[src/rtl/al_apb_arb_pkg.sv]
// Shared types and constants for the two-requester APB arbiter.
package al_apb_arb_pkg;

    typedef enum logic [1:0] {
        ST_IDLE   = 2'd0,
        ST_SETUP  = 2'd1,
        ST_ACCESS = 2'd2
    } state_t;

    localparam int unsigned WCNT_W = 16;
    localparam int unsigned DATA_W = 32;

endpackage

[src/rtl/al_apb_arb2_if.sv]
// Bus bundle for the arbiter: two upstream APB requesters, one downstream APB port, status.
interface al_apb_arb2_if
    import al_apb_arb_pkg::*;
#(
    parameter int unsigned ADDR = 20
);
    logic              m0_sel;
    logic              m0_enable;
    logic              m0_write;
    logic [ADDR-1:0]   m0_addr;
    logic [DATA_W-1:0] m0_wdata;
    logic [DATA_W-1:0] m0_rdata;
    logic              m0_ready;
    logic              m0_slverr;

    logic              m1_sel;
    logic              m1_enable;
    logic              m1_write;
    logic [ADDR-1:0]   m1_addr;
    logic [DATA_W-1:0] m1_wdata;
    logic [DATA_W-1:0] m1_rdata;
    logic              m1_ready;
    logic              m1_slverr;

    logic              s_sel;
    logic              s_enable;
    logic              s_write;
    logic [ADDR-1:0]   s_addr;
    logic [DATA_W-1:0] s_wdata;
    logic [DATA_W-1:0] s_rdata;
    logic              s_ready;
    logic              s_slverr;

    logic              busy;
    logic              grant;

    // Arbiter view: drives the downstream bus and the upstream responses.
    modport master (
        input  m0_sel, m0_enable, m0_write, m0_addr, m0_wdata,
        output m0_rdata, m0_ready, m0_slverr,
        input  m1_sel, m1_enable, m1_write, m1_addr, m1_wdata,
        output m1_rdata, m1_ready, m1_slverr,
        output s_sel, s_enable, s_write, s_addr, s_wdata,
        input  s_rdata, s_ready, s_slverr,
        output busy, grant
    );

    // Environment view: requesters, downstream completer and status observer.
    modport slave (
        output m0_sel, m0_enable, m0_write, m0_addr, m0_wdata,
        input  m0_rdata, m0_ready, m0_slverr,
        output m1_sel, m1_enable, m1_write, m1_addr, m1_wdata,
        input  m1_rdata, m1_ready, m1_slverr,
        input  s_sel, s_enable, s_write, s_addr, s_wdata,
        output s_rdata, s_ready, s_slverr,
        input  busy, grant
    );

endinterface

[src/rtl/al_apb_arb2.sv]
// Two-way round-robin APB arbiter: forwards one upstream transfer at a time to a single
// downstream APB completer, with an optional downstream wait limit.
module al_apb_arb2
    import al_apb_arb_pkg::*;
#(
    parameter int unsigned ADDR    = 20,
    parameter int unsigned TIMEOUT = 0
) (
    input  logic          clk,
    input  logic          rstn,
    al_apb_arb2_if.master bus
);

    state_t            state;
    logic              last;
    logic [WCNT_W-1:0] wait_cnt;

    logic              req_any;
    logic              win;
    logic [ADDR-1:0]   win_addr;
    logic              win_write;
    logic [DATA_W-1:0] win_wdata;

    logic              done_ok;
    logic              to_hit;
    logic              done;
    logic              rdy0;
    logic              rdy1;

    // Upstream enables carry no arbitration meaning; only sel is a request.
    logic              unused_enables;
    assign unused_enables = bus.m0_enable ^ bus.m1_enable;

    // Round-robin pick: on a tie the requester not served last wins.
    always_comb begin
        req_any   = bus.m0_sel | bus.m1_sel;
        win       = (bus.m0_sel & bus.m1_sel) ? ~last : bus.m1_sel;
        win_addr  = win ? bus.m1_addr  : bus.m0_addr;
        win_write = win ? bus.m1_write : bus.m0_write;
        win_wdata = win ? bus.m1_wdata : bus.m0_wdata;
    end

    // Completion decode and upstream response steering.
    always_comb begin
        done_ok = (state == ST_ACCESS) && bus.s_ready;
        to_hit  = (TIMEOUT != 0) && (state == ST_ACCESS) && !bus.s_ready &&
                  (wait_cnt == WCNT_W'(TIMEOUT - 1));
        done    = done_ok | to_hit;
        rdy0    = done & ~bus.grant;
        rdy1    = done &  bus.grant;

        bus.m0_ready  = rdy0;
        bus.m0_slverr = rdy0 & (to_hit | bus.s_slverr);
        bus.m0_rdata  = (rdy0 && !to_hit) ? bus.s_rdata : '0;
        bus.m1_ready  = rdy1;
        bus.m1_slverr = rdy1 & (to_hit | bus.s_slverr);
        bus.m1_rdata  = (rdy1 && !to_hit) ? bus.s_rdata : '0;
    end

    always_ff @(posedge clk or negedge rstn) begin
        if (!rstn) begin
            state        <= ST_IDLE;
            last         <= 1'b1;
            wait_cnt     <= '0;
            bus.s_sel    <= 1'b0;
            bus.s_enable <= 1'b0;
            bus.s_write  <= 1'b0;
            bus.s_addr   <= '0;
            bus.s_wdata  <= '0;
            bus.busy     <= 1'b0;
            bus.grant    <= 1'b0;
        end else begin
            case (state)
                ST_IDLE: begin
                    if (req_any) begin
                        state       <= ST_SETUP;
                        bus.grant   <= win;
                        bus.s_addr  <= win_addr;
                        bus.s_write <= win_write;
                        bus.s_wdata <= win_wdata;
                        bus.s_sel   <= 1'b1;
                        bus.busy    <= 1'b1;
                    end
                end
                ST_SETUP: begin
                    state        <= ST_ACCESS;
                    bus.s_enable <= 1'b1;
                    wait_cnt     <= '0;
                end
                ST_ACCESS: begin
                    // Address, direction and write data stay put until this transfer retires.
                    if (done) begin
                        state        <= ST_IDLE;
                        last         <= bus.grant;
                        bus.s_sel    <= 1'b0;
                        bus.s_enable <= 1'b0;
                        bus.busy     <= 1'b0;
                    end else begin
                        wait_cnt <= wait_cnt + WCNT_W'(1);
                    end
                end
                default: begin
                    state <= ST_IDLE;
                end
            endcase
        end
    end

endmodule

[src/flat_wrapper.sv]
// flat-port wrapper written by rule: the top's interface ports become plain ports
module al_apb_arb2_flat import al_apb_arb_pkg::*;
#(
    parameter int unsigned ADDR    = 20,
    parameter int unsigned TIMEOUT = 0
)
  (clk, rstn, bus_m0_sel, bus_m0_enable, bus_m0_write, bus_m0_addr, bus_m0_wdata, bus_m0_rdata, bus_m0_ready, bus_m0_slverr, bus_m1_sel, bus_m1_enable, bus_m1_write, bus_m1_addr, bus_m1_wdata, bus_m1_rdata, bus_m1_ready, bus_m1_slverr, bus_s_sel, bus_s_enable, bus_s_write, bus_s_addr, bus_s_wdata, bus_s_rdata, bus_s_ready, bus_s_slverr, bus_busy, bus_grant);
  al_apb_arb2_if #(.ADDR(ADDR)) bus_i ();
  input  logic clk;
  input  logic rstn;
  input wire logic [$bits(bus_i.m0_sel)-1:0] bus_m0_sel;
  input wire logic [$bits(bus_i.m0_enable)-1:0] bus_m0_enable;
  input wire logic [$bits(bus_i.m0_write)-1:0] bus_m0_write;
  input wire logic [$bits(bus_i.m0_addr)-1:0] bus_m0_addr;
  input wire logic [$bits(bus_i.m0_wdata)-1:0] bus_m0_wdata;
  output wire logic [$bits(bus_i.m0_rdata)-1:0] bus_m0_rdata;
  output wire logic [$bits(bus_i.m0_ready)-1:0] bus_m0_ready;
  output wire logic [$bits(bus_i.m0_slverr)-1:0] bus_m0_slverr;
  input wire logic [$bits(bus_i.m1_sel)-1:0] bus_m1_sel;
  input wire logic [$bits(bus_i.m1_enable)-1:0] bus_m1_enable;
  input wire logic [$bits(bus_i.m1_write)-1:0] bus_m1_write;
  input wire logic [$bits(bus_i.m1_addr)-1:0] bus_m1_addr;
  input wire logic [$bits(bus_i.m1_wdata)-1:0] bus_m1_wdata;
  output wire logic [$bits(bus_i.m1_rdata)-1:0] bus_m1_rdata;
  output wire logic [$bits(bus_i.m1_ready)-1:0] bus_m1_ready;
  output wire logic [$bits(bus_i.m1_slverr)-1:0] bus_m1_slverr;
  output wire logic [$bits(bus_i.s_sel)-1:0] bus_s_sel;
  output wire logic [$bits(bus_i.s_enable)-1:0] bus_s_enable;
  output wire logic [$bits(bus_i.s_write)-1:0] bus_s_write;
  output wire logic [$bits(bus_i.s_addr)-1:0] bus_s_addr;
  output wire logic [$bits(bus_i.s_wdata)-1:0] bus_s_wdata;
  input wire logic [$bits(bus_i.s_rdata)-1:0] bus_s_rdata;
  input wire logic [$bits(bus_i.s_ready)-1:0] bus_s_ready;
  input wire logic [$bits(bus_i.s_slverr)-1:0] bus_s_slverr;
  output wire logic [$bits(bus_i.busy)-1:0] bus_busy;
  output wire logic [$bits(bus_i.grant)-1:0] bus_grant;
  assign bus_i.m0_sel = bus_m0_sel;
  assign bus_i.m0_enable = bus_m0_enable;
  assign bus_i.m0_write = bus_m0_write;
  assign bus_i.m0_addr = bus_m0_addr;
  assign bus_i.m0_wdata = bus_m0_wdata;
  assign bus_m0_rdata = bus_i.m0_rdata;
  assign bus_m0_ready = bus_i.m0_ready;
  assign bus_m0_slverr = bus_i.m0_slverr;
  assign bus_i.m1_sel = bus_m1_sel;
  assign bus_i.m1_enable = bus_m1_enable;
  assign bus_i.m1_write = bus_m1_write;
  assign bus_i.m1_addr = bus_m1_addr;
  assign bus_i.m1_wdata = bus_m1_wdata;
  assign bus_m1_rdata = bus_i.m1_rdata;
  assign bus_m1_ready = bus_i.m1_ready;
  assign bus_m1_slverr = bus_i.m1_slverr;
  assign bus_s_sel = bus_i.s_sel;
  assign bus_s_enable = bus_i.s_enable;
  assign bus_s_write = bus_i.s_write;
  assign bus_s_addr = bus_i.s_addr;
  assign bus_s_wdata = bus_i.s_wdata;
  assign bus_i.s_rdata = bus_s_rdata;
  assign bus_i.s_ready = bus_s_ready;
  assign bus_i.s_slverr = bus_s_slverr;
  assign bus_busy = bus_i.busy;
  assign bus_grant = bus_i.grant;
  al_apb_arb2 #(.ADDR(ADDR), .TIMEOUT(TIMEOUT)) u_core (.clk(clk), .rstn(rstn), .bus(bus_i));
endmodule
[config.mk]
export PLATFORM = sky130hd
export DESIGN_NAME = al_apb_arb2_flat
export DESIGN_NICKNAME = d
export VERILOG_FILES = /design/src/rtl/al_apb_arb_pkg.sv /design/src/rtl/al_apb_arb2_if.sv /design/src/rtl/al_apb_arb2.sv /design/src/flat_wrapper.sv
export SDC_FILE = /design/constraint.sdc
export NUM_CORES = 1
export LEC_CHECK = 0
export BUFFER_PORTS_ARGS = -buffer_cell sky130_fd_sc_hd__buf_2
export CAP_MARGIN = 40
export CORE_AREA = 3 3 104 106
export CTS_BUF_LIST = sky130_fd_sc_hd__clkbuf_4 sky130_fd_sc_hd__clkbuf_8 sky130_fd_sc_hd__clkbuf_16
export DETAILED_ROUTE_END_ITERATION = 12
export DIE_AREA = 0 0 107 109
export HOLD_SLACK_MARGIN = 0.12
export PLACE_DENSITY = 0.74
export RECOVER_POWER = 50
export SYNTH_ARGS = -nofsm -noshare
export SYNTH_HDL_FRONTEND = slang
export SYNTH_SLANG_ARGS = --single-unit
[constraint.sdc]
create_clock -name clk -period 3.2 [get_ports clk]
set_input_delay 0.32 -clock clk [delete_from_list [all_inputs] [get_ports clk]]
set_output_delay 0.32 -clock clk [all_outputs]
set_load 0.03 [all_outputs]
==> impl_metrics.json <==
{
  "status": "finished, final reports clean",
  "syn_area_um2": 3730,
  "antenna_found_initial": 0,
  "fin_skew_ps": 13.2,
  "hold_violations": 0,
  "hold_depth": 3,
  "synth_area_leaders": "mux2_4, dfrtp_1, and2_1",
  "reg2reg_depth": 4,
  "crit_path_end_kind": "asynchronous set/reset pin",
  "hold_path_end": "u_core.state[1]",
  "cts_buffers": 9,
  "synth_fp_nets": 412,
  "cp_common_cell": "clkbuf_1",
  "drv_cap": 0,
  "reg2reg_from": "u_core.last",
  "drt_iter0_markers": 104,
  "grt_start_max_net_pins": 57,
  "io_pins": 271,
  "worstPathRequired_ps": 3470,
  "dr_total_vias": 3049,
  "place_ws_ps": 1080,
  "fin_cells": 670,
  "port_buffers": 268,
  "rsz0062_at_grt": "false",
  "clkLatencyLatePin_ps": 320,
  "syn_to_final_growth_pct": 41.0,
  "ys_ff_latch": 59,
  "cts_sinks": 59,
  "clockBufferDepth": 2,
  "yosysUniqueCellTypes": 20,
  "ir_worst_vdd_uv": 527,
  "max_freq_mhz": 430,
  "grt_pass1_vias": 3276,
  "r2r_slack_ps": 1070,
  "syn_area_per_cell_um2": 14.0,
  "routed_wl_um": 10800,
  "first_pass_iters": 4,
  "start_util": 0.378,
  "dpl.cell_count": 654,
  "place_area_um2": 5150,
  "fin_setup_tns_ps": 0,
  "startpoint_type": "primary input",
  "die_w_um": 107,
  "die_y_um": 109,
  "cp_max_fo": 26,
  "worst_pin_slew_ps": 1090,
  "drive_above_1_share": 0.629,
  "min_period_over_period": 0.726,
  "cts_max_level": 3,
  "diodes": 0,
  "grt_pass1_wl_um": 16400,
  "wire_per_inst_um": 16.1,
  "overflow": 0,
  "dp.final_hpwl_um": 8440,
  "dieArea_um2": 11700,
  "root_buffer": "clkbuf_8",
  "core-area_um2": 9860,
  "regToRegEndpoint": "u_core.bus.s_wdata[4]",
  "cts_setup_buffers": 0,
  "leakagePower_uw": 0.00290,
  "hold_class": "primary input to register",
  "antenna_left": 0,
  "synth_top_area_share": 0.394,
  "nNetsFinal": 679,
  "min_period_ps": 2320,
  "drc": 0,
  "critical-path-slowest-cell": "clkbuf_1",
  "timing.slew.headroom": 0.273,
  "report.final.setup_viol": 0,
  "gp_congestion": 0.850,
  "max_stage_delay_ps": 830,
  "yosysWarningCount": 0,
  "path_class": "primary input to asynchronous set/reset pin",
  "rows": 36,
  "holdWs_ps": 320,
  "worstPathArrival_ps": 2590,
  "path_clk_slew_ps": 60,
  "n_fill_cell": 901,
  "synth.yosys.seq_area_share": 0.396,
  "maxSlewViolCount": 0,
  "postLayoutCellArea_um2": 5260,
  "grt_usage": 0.179,
  "synthCells": 266,
  "via_per_inst": 4.55,
  "finalWorstSetupSlack_ps": 877,
  "path_cells": "dlygate4sd3_1 -> clkbuf_1 -> buf_12 -> clkbuf_1",
  "hold_start": "bus_s_ready",
  "synth_area_leader_cell": "mux2_4",
  "cts_tree": "yes",
  "p_per_area_nw_per_um2": 907
}
[cells in the mapped netlist]
cell type	count
nor3_1	1
a21oi_1	2
nand3b_1	1
dfstp_2	1
and2_1	66
nand2_1	1
clkbuf_1	5
nand2b_1	1
a21o_1	2
a21bo_1	1
mux2i_1	2
inv_1	2
buf_2	3
mux2_4	98
buf_12	5
dfrtp_1	58
buf_6	1
mux2_2	8
buf_4	5
nor2_1	3
[sequential cells by signal (all words and copies together), names as in the netlist]
name                 flops
u_core.state             2
u_core.bus.s_addr       20
u_core.bus.busy          1
u_core.bus.s_enable      1
u_core.bus.grant         1
u_core.bus.s_write       1
u_core.last              1
u_core.bus.s_wdata      32
[metrics by stage]
stage | power (µW) | util
floorplan | 3520 | -
finish | 4770 | 0.533
detailed placement | 4260 | 0.522
global placement | 4190 | 0.520
global route | 5040 | 0.533
CTS | 4920 | 0.541
[placed cells by master (no fill, tap or decap), types with 3 or more instances in the layout]
master    synthesis  final
buf_2             3    210
mux2_4           98     98
and2_1           66     66
clkbuf_1          5     59
dfrtp_1          58     58
clkbuf_8          0      9
mux2_2            8      8
clkinv_2          0      4
nor2_1            3      3
buf_12            5      3
[cells by family after synthesis]
family / count (synthesis) / share of synthesized area
mux: 108 / 0.424
simple gates: 73 / 0.120
flops: 59 / 0.396
buf+inv: 21 / 0.0510
compound gates: 5 / 0.00939
[final cells by class]
class | count | area [µm²] | area share
clock buffer | 9 | 124 | 0.0235
sequential | 59 | 1480 | 0.281
inverter | 2 | 7.51 | 0.00143
clock inverter | 6 | 57.6 | 0.0109
multi-input combinational | 186 | 2070 | 0.393
tap | 133 | 166 | 0.0316
timing repair buffer | 275 | 1360 | 0.258
[where the power goes]
group / internal (µW) / total [µW] / switching, µW
clock: 350 / 634 / 285
sequential: 1140 / 1380 / 241
combinational: 1150 / 2760 / 1610
total: 2630 / 4770 / 2140
[metal layers]
layer  vias up  GRT usage  wire, µm
li1       1432          -         -
met2       159      0.348      5920
met5         -          0         0
met4         0     0.0402       144
met3        11     0.0468       823
met1      1447      0.194      3890
[worst max path at each step]
stage                    startpoint                    end  slack (ps)  cells past startpoint
global route                   rstn  u_core.bus.s_addr[11]         490                      4
detailed placement      u_core.last  u_core.bus.s_wdata[4]        1080                      4
finish                         rstn  u_core.bus.s_addr[11]         880                      4
floorplan           u_core.state[0]       bus_m0_rdata[22]        1240                      4
global placement        u_core.last  u_core.bus.s_wdata[3]        1130                      4
CTS                 u_core.state[0]       bus_m1_rdata[24]        1050                      5
[what timing repair did]
action | 4_1_cts | 5_1_grt
hold buffers | 1 | 0
endpoints found under the hold margin | 13 | 0
resized for setup | 0 | 0
[worst max-delay path, delay by kind of cell]
family / cells / cell delay (ps)
buf+inv: 4 / 2250
No activity file was read; power rests on OpenSTA's default activity.
